--- src/rtl/ula_nbits_serial.sv ---
// Serial 74181-style ALU: evaluates one 4-bit slice per clock, LSB slice first,
// with a registered ripple carry and valid/ready handshakes on both sides.
module ula_nbits_serial #(
   parameter int unsigned WIDTH = 16
) (
   input  logic             clk,
   input  logic             rst,
   input  logic             in_valid,
   output logic             in_ready,
   input  logic [WIDTH-1:0] a,
   input  logic [WIDTH-1:0] b,
   input  logic [3:0]       s,
   input  logic             m,
   input  logic             c_in,
   output logic             out_valid,
   input  logic             out_ready,
   output logic [WIDTH-1:0] f,
   output logic             c_out,
   output logic             a_eq_b
);

   localparam int unsigned N  = WIDTH / 4;
   localparam int unsigned KW = (N > 1) ? $clog2(N) : 1;

   typedef enum logic [1:0] {ST_IDLE, ST_RUN, ST_DONE} state_t;

   state_t            r_state;
   logic [WIDTH-1:0]  r_a;
   logic [WIDTH-1:0]  r_b;
   logic [3:0]        r_s;
   logic              r_m;
   logic              r_carry;      // active-high internal carry into the current slice
   logic [KW-1:0]     r_k;
   logic [WIDTH-5:0]  r_f_sh;       // upper result bits gathered so far, LSB-aligned at entry to DONE
   logic              r_in_ready;
   logic              r_out_valid;
   logic [WIDTH-1:0]  r_f;
   logic              r_c_out;
   logic              r_a_eq_b;

   logic [4:0]        w_slice;
   logic [WIDTH-1:0]  w_f_full;

   // One 74181 slice on active-high data; returns {carry_out, f[3:0]}.
   function automatic logic [4:0] alu181_slice(input logic [3:0] a4,
                                               input logic [3:0] b4,
                                               input logic [3:0] sel,
                                               input logic       mode,
                                               input logic       cin);
      logic       c;
      logic       t1;
      logic       t2;
      logic [3:0] fo;
      c  = cin;
      fo = '0;
      for (int i = 0; i < 4; i++) begin
         t1    = ~(a4[i] | (b4[i] & sel[0]) | (~b4[i] & sel[1]));
         t2    = ~((a4[i] & ~b4[i] & sel[2]) | (a4[i] & b4[i] & sel[3]));
         fo[i] = t1 ^ t2 ^ (mode | c);
         c     = ~t2 | (~t1 & c);
      end
      return {c, fo};
   endfunction

   assign w_slice  = alu181_slice(r_a[3:0], r_b[3:0], r_s, r_m, r_carry);
   assign w_f_full = {w_slice[3:0], r_f_sh};

   // Control FSM with operand shift registers and registered outputs
   always_ff @(posedge clk) begin
      if (rst) begin
         r_state     <= ST_IDLE;
         r_a         <= '0;
         r_b         <= '0;
         r_s         <= '0;
         r_m         <= 1'b0;
         r_carry     <= 1'b0;
         r_k         <= '0;
         r_f_sh      <= '0;
         r_in_ready  <= 1'b1;
         r_out_valid <= 1'b0;
         r_f         <= '0;
         r_c_out     <= 1'b1;
         r_a_eq_b    <= 1'b0;
      end else begin
         case (r_state)
            ST_IDLE: begin
               if (in_valid) begin
                  r_a        <= a;
                  r_b        <= b;
                  r_s        <= s;
                  r_m        <= m;
                  r_carry    <= ~c_in;
                  r_k        <= '0;
                  r_in_ready <= 1'b0;
                  r_state    <= ST_RUN;
               end
            end
            ST_RUN: begin
               r_a     <= r_a >> 4;
               r_b     <= r_b >> 4;
               r_f_sh  <= w_f_full[WIDTH-1:4];
               r_carry <= w_slice[4];
               r_k     <= r_k + KW'(1);
               if (r_k == KW'(N - 1)) begin
                  r_f         <= w_f_full;
                  r_c_out     <= ~w_slice[4];
                  r_a_eq_b    <= &w_f_full;
                  r_out_valid <= 1'b1;
                  r_state     <= ST_DONE;
               end
            end
            ST_DONE: begin
               if (out_ready) begin
                  r_out_valid <= 1'b0;
                  r_in_ready  <= 1'b1;
                  r_state     <= ST_IDLE;
               end
            end
            default: r_state <= ST_IDLE;
         endcase
      end
   end

   assign in_ready  = r_in_ready;
   assign out_valid = r_out_valid;
   assign f         = r_f;
   assign c_out     = r_c_out;
   assign a_eq_b    = r_a_eq_b;

endmodule
--- config.mk ---
export PLATFORM = sky130hd
export DESIGN_NAME = ula_nbits_serial
export DESIGN_NICKNAME = d
export VERILOG_FILES = /design/src/rtl/ula_nbits_serial.sv
export SDC_FILE = /design/constraint.sdc
export NUM_CORES = 1
export LEC_CHECK = 0
export ABC_AREA = 1
export CAP_MARGIN = 20
export CORE_MARGIN = 4
export CORE_UTILIZATION = 29
export DETAILED_ROUTE_END_ITERATION = 8
export SYNTH_ARGS = -nofsm -noshare
export SYNTH_HDL_FRONTEND = slang
export SYNTH_SLANG_ARGS = --single-unit
export TNS_END_PERCENT = 10
--- constraint.sdc ---
create_clock -name clk -period 1.33 [get_ports clk]
set_input_delay 0.133 -clock clk [delete_from_list [all_inputs] [get_ports clk]]
set_output_delay 0.133 -clock clk [all_outputs]
set_load 0.05 [all_outputs]
# After elaboration in Yosys (flattened, before gate mapping)
# Index checks and enable logic that the tools add are counted.
# op_classes
addsub	1
eq_ne	6
muxes	18
bitwise_logic	70
reduce_logical	11
# op_table
cell	count
one-hot mux 16 bit (2 select lines)	2
two-way mux 16 bit	2
bitwise AND 1 bit	28
OR 1 bit	20
AND reduction 16 bit	1
NOT 1 bit	14
AND reduction 3 bit	3
two-way mux 2 bit	4
XOR 1 bit	8
!= test 2 bit (second input constant)	3
one-hot mux 1 bit (2 select lines)	3
one-hot mux 2 bit (3 select lines)	1
AND reduction 2 bit	3
nonzero test 2 bit	3
two-way mux 1 bit	5
equality test 2 bit (second input constant)	2
one-hot mux 2 bit (2 select lines)	1
adder 2 x 1 -> 2 bit (second input constant)	1
equality test 2 x 1 -> 1 bit (second input constant)	1
logical NOT 2 bit	1
# totals
regBits	74
in_bits	42
out_inout_bits	20
word_cells	119

# Longest topological paths before layout
# depth
depth_word	12
ltp_mapped	13

# Worst setup path after synthesis
# OpenSTA, ideal clock, no wires.
# synth_timing
path_type	reg-to-reg
start	register r_b[0]
end	register r_f[15], in the netlist f[15]
t_arrival_ps	1181
required_time_ps	1216
setup_slack_ps	36
stages_incl_launch_ff	14
path_buffers	0
period_less_slack_ps	1294
cell_sequence	dfxtp_1 > inv_1 > nand2_1 > nand3_2 > nand2_1 > nand2_2 > nand2_2 > nand2_1 > nand2_1 > nand3_1 > nand2_1 > nand2_1 > o21bai_1 > inv_1
# synth_via
elab_chain_len	11
word_cells_on_any_way	18
# synth_rtl
element	line	rtl
start: declaration	29	logic [WIDTH-1:0] r_b;
start signal: assignment	100	r_b <= r_b >> 4;
bitwise AND 1 bit / NOT 1 bit (equally long branches)	57, 58	
OR 1 bit (tied with other cells)	57	t1 = ~(a4[i] | (b4[i] & sel[0]) | (~b4[i] & sel[1]));
OR 1 bit / bitwise AND 1 bit (equally long branches)	57, 58	
bitwise AND 1 bit / OR 1 bit (equally long branches)	60, 58	
OR 1 bit *	60	c = ~t2 | (~t1 & c);
bitwise AND 1 bit *	60	
OR 1 bit *	60	
bitwise AND 1 bit *	60	
OR 1 bit *	60	
OR 1 bit *	59	fo[i] = t1 ^ t2 ^ (mode | c);
XOR 1 bit *	59	
end signal: assignment	105	r_f <= w_f_full;
end: declaration	37	logic [WIDTH-1:0] r_f;
# Mark *: on every way between the ends. The rest lies on a longest branch, timed or not.
# A chain may end at the register's enable or synchronous reset.

# Final worst setup path
# layout_timing
start	register r_s[2]
end	register r_a_eq_b, in the netlist a_eq_b
# layout_via
elab_chain_len	10
word_cells_on_any_way	29
# layout_rtl
element	line	rtl
start: declaration	30	logic [3:0] r_s;
start signal: assignment	90	r_s <= s;
bitwise AND 1 bit	58	t2 = ~((a4[i] & ~b4[i] & sel[2]) | (a4[i] & b4[i] & sel[3]));
OR 1 bit	58	
OR 1 bit	60	
bitwise AND 1 bit	60	
OR 1 bit	60	
bitwise AND 1 bit	60	
OR 1 bit	60	
OR 1 bit	59	
XOR 1 bit	59	
AND reduction 16 bit *	107	r_a_eq_b <= &w_f_full;
end signal: assignment	107	
end: declaration	39	logic r_a_eq_b;
# Marks and branches as above.

==> reports/results.ini <==
[final_layout]
layout_commonest_cell = nand2_1
drive_gt1_share_pct = 19.2
stdcell_count = 635
final_cell_area_um2 = 4440
syn_to_final_growth_pct = 42.9
n_antenna_cell = 0
fin_nets = 537
fill_cells = 1091
final_cell_mix = nand2_1, dfxtp_1, clkdlybuf4s50_1, nor2_1, a21oi_1

[hold_path]
hold_class = in2reg
hold_start = a[14]

[clock_network]
cts_buffer_depth = 2
clk_pin_slew_ns = 0.08
insertion_delay_ns = 0.35
h-tree-depth = 3
cts_root_buf = clkbuf_8
cts.sinks = 74
cts_buffers = 9
cts_tree = yes

[logic_synthesis]
ys_types = 29
synth-seq-cells = 74
synthTopCellsByArea = dfxtp_1, nand2_1, o21ai_0
avgSynthCellArea_um2 = 7.36
ys_seq_area_share_pct = 47.7
syn_nets = 465
netlist_area_um2 = 3110
synth_cells = 422
synth_top_area_cell = dfxtp_1
yosysWarnings = 0
synth_top_area_share_pct = 47.7

[route]
num_vias = 2976
drt-pass1-iter-count = 5
routed_wl_um = 8100
post-route-drc-count = 0
post_drt_wl_per_cell_um = 12.8
via_per_inst = 4.69
drt_iter0_drc = 172
ant_nets = 0

[sta]
slew_headroom_pct = 80.4
grt_setup_unrepaired = true
final_max_slew_viol_count = 0
tns_ns = -0.103
post-route-period-util_pct = 102
period_minus_slack_ns = 1.36
fin_skew_ns = 0.00627
hold_viol = 0
tightest_slew_ns = 0.293
fin_hold_ws_ns = 0.343
fmax_ghz = 0.735
timing.final.ws_setup_ns = -0.0310
setup_viol = 7

[power_and_ir_drop]
p_total_mw = 5.05
power_density_nw_per_um2 = 1140
ir_drop_uv = 457
leakagePower_nw = 1.84

[floorplanning]
die_height_um = 111
core_um2 = 10400
pin_count = 62
initial_core_util_pct = 29.9
die_area_um2 = 12400
rows = 37
die_w_um = 111

[place]
dp_hpwl_um = 5750
io_buffers = 61
dpl-instance-area_um2 = 4180
globalplace.congestion = 0.771
dp_cells = 618

[global_route]
grt_pass1_vias = 2953
antenna_found_initial = 0
grt.overflow.total = 0
grt_pass1_wl_um = 13900
grt_max_degree = 35
grtUsageTotal_pct = 13.6

[critical_path]
timing.rr.start = r_s[2]
worstSetupPathType = reg2reg
crit_path_start = r_s[2]
cp_max_fo = 4
cp-end-kind = flip-flop
cp-start-kind = flip-flop
critical_path_arrival_ns = 1.65
required_ns = 1.62

[outcome]
violations = setup timing
status = complete, but fails checks

[flow_run]
max-cap-violations = 0

-- cells by family (layout without fill, tap and decap cells) --
family	after synthesis	after routing	synth area share (%)
buf+inv	55	132	7.74
fa+ha+maj	1	1	0.403
compound gates	112	112	19.9
simple gates	180	180	24.2
flops	74	74	47.7
-- what timing repair did --
item                                    4_1_cts  5_1_grt
endpoints found under the setup margin       31       45
setup buffers                                 1        0
endpoints found under the hold margin         0        0
pin swaps                                     8        7
resized for setup                            14       37
hold buffers                                  0        0
-- power by group --
| part | total [mW] | switching, mW | internal, mW |
|---|---|---|---|
| Sequential | 2.48 | 0.118 | 2.37 |
| Clock | 1.66 | 0.839 | 0.824 |
| Combinational | 0.904 | 0.490 | 0.414 |
-- sequential cells by signal, indices dropped and copies added (netlist names) --
signal	cells
r_s	4
c_out	1
a_eq_b	1
r_k	2
r_state	2
in_ready	1
r_m	1
f	16
r_a	16
r_carry	1
r_b	16
out_valid	1
r_f_sh	12
-- final cells by class --
type	instances	area (um^2)	share of cell area, %
flip-flops and latches	74	1490	33.6
multi-input cells	293	1430	32.1
repair buffers	85	1040	23.4
well taps	136	170	3.83
clock buffers	12	165	3.72
inverters	31	121	2.73
clock inverters	4	25.0	0.564
-- critical path: stages (launching register included) --
cell      delay (ns)
dfxtp_2         0.35
o211ai_1        0.29
buf_4           0.17
nand3_1         0.07
nand2_1         0.07
nand2_2         0.08
nor2_1          0.11
nand2_1         0.07
a21oi_2         0.10
-- worst paths after layout --
kind / depth (start not counted) / slack (ns) / endpoint
worst max-delay path: 8 / -0.03 / a_eq_b
worst min-delay path: 3 / 0.34 / r_a[14]
worst max register to register: 8 / -0.03 / a_eq_b
worst min register to register: 2 / 0.47 / r_a[13]
-- synthesized netlist by cell type --
library cell,instances
nand3_1,6
clkbuf_1,14
nor2_4,2
o211ai_1,7
inv_2,5
nand2_1,120
o21bai_1,2
nand2_2,2
a21oi_1,28
nor2_8,1
nand3b_1,1
a31oi_1,24
clkbuf_2,1
buf_1,1
nor2_1,38
ha_1,1
o21ai_0,48
buf_6,2
buf_2,3
dfxtp_1,74
o21ai_1,1
inv_1,25
nor3_1,3
buf_4,3
nand4_1,5
inv_4,1
a21oi_2,1
nand3_2,2
o21a_1,1
-- through the flow --
| step | util (%) | worst slack, ns |
|---|---|---|
| final | 42.8 | -0.0310 |
| after floorplan | - | 0.0357 |
| after global placement | 40.3 | -0.0875 |
| after detailed placement | 40.3 | -0.0879 |
| after global routing | 42.8 | -0.186 |
| after CTS | 42.5 | -0.0510 |
-- per-layer routing --
| layer | vias up | part of all wire, % | global-route usage [%] |
|---|---|---|---|
| li1 | 1545 | - | - |
| met5 | - | 0 | 0 |
| met4 | 0 | 1.9 | 5.52 |
| met2 | 70 | 44 | 20.7 |
| met1 | 1347 | 49 | 18.0 |
| met3 | 14 | 5.2 | 3.91 |
Power figures use the tool's default switching activity.
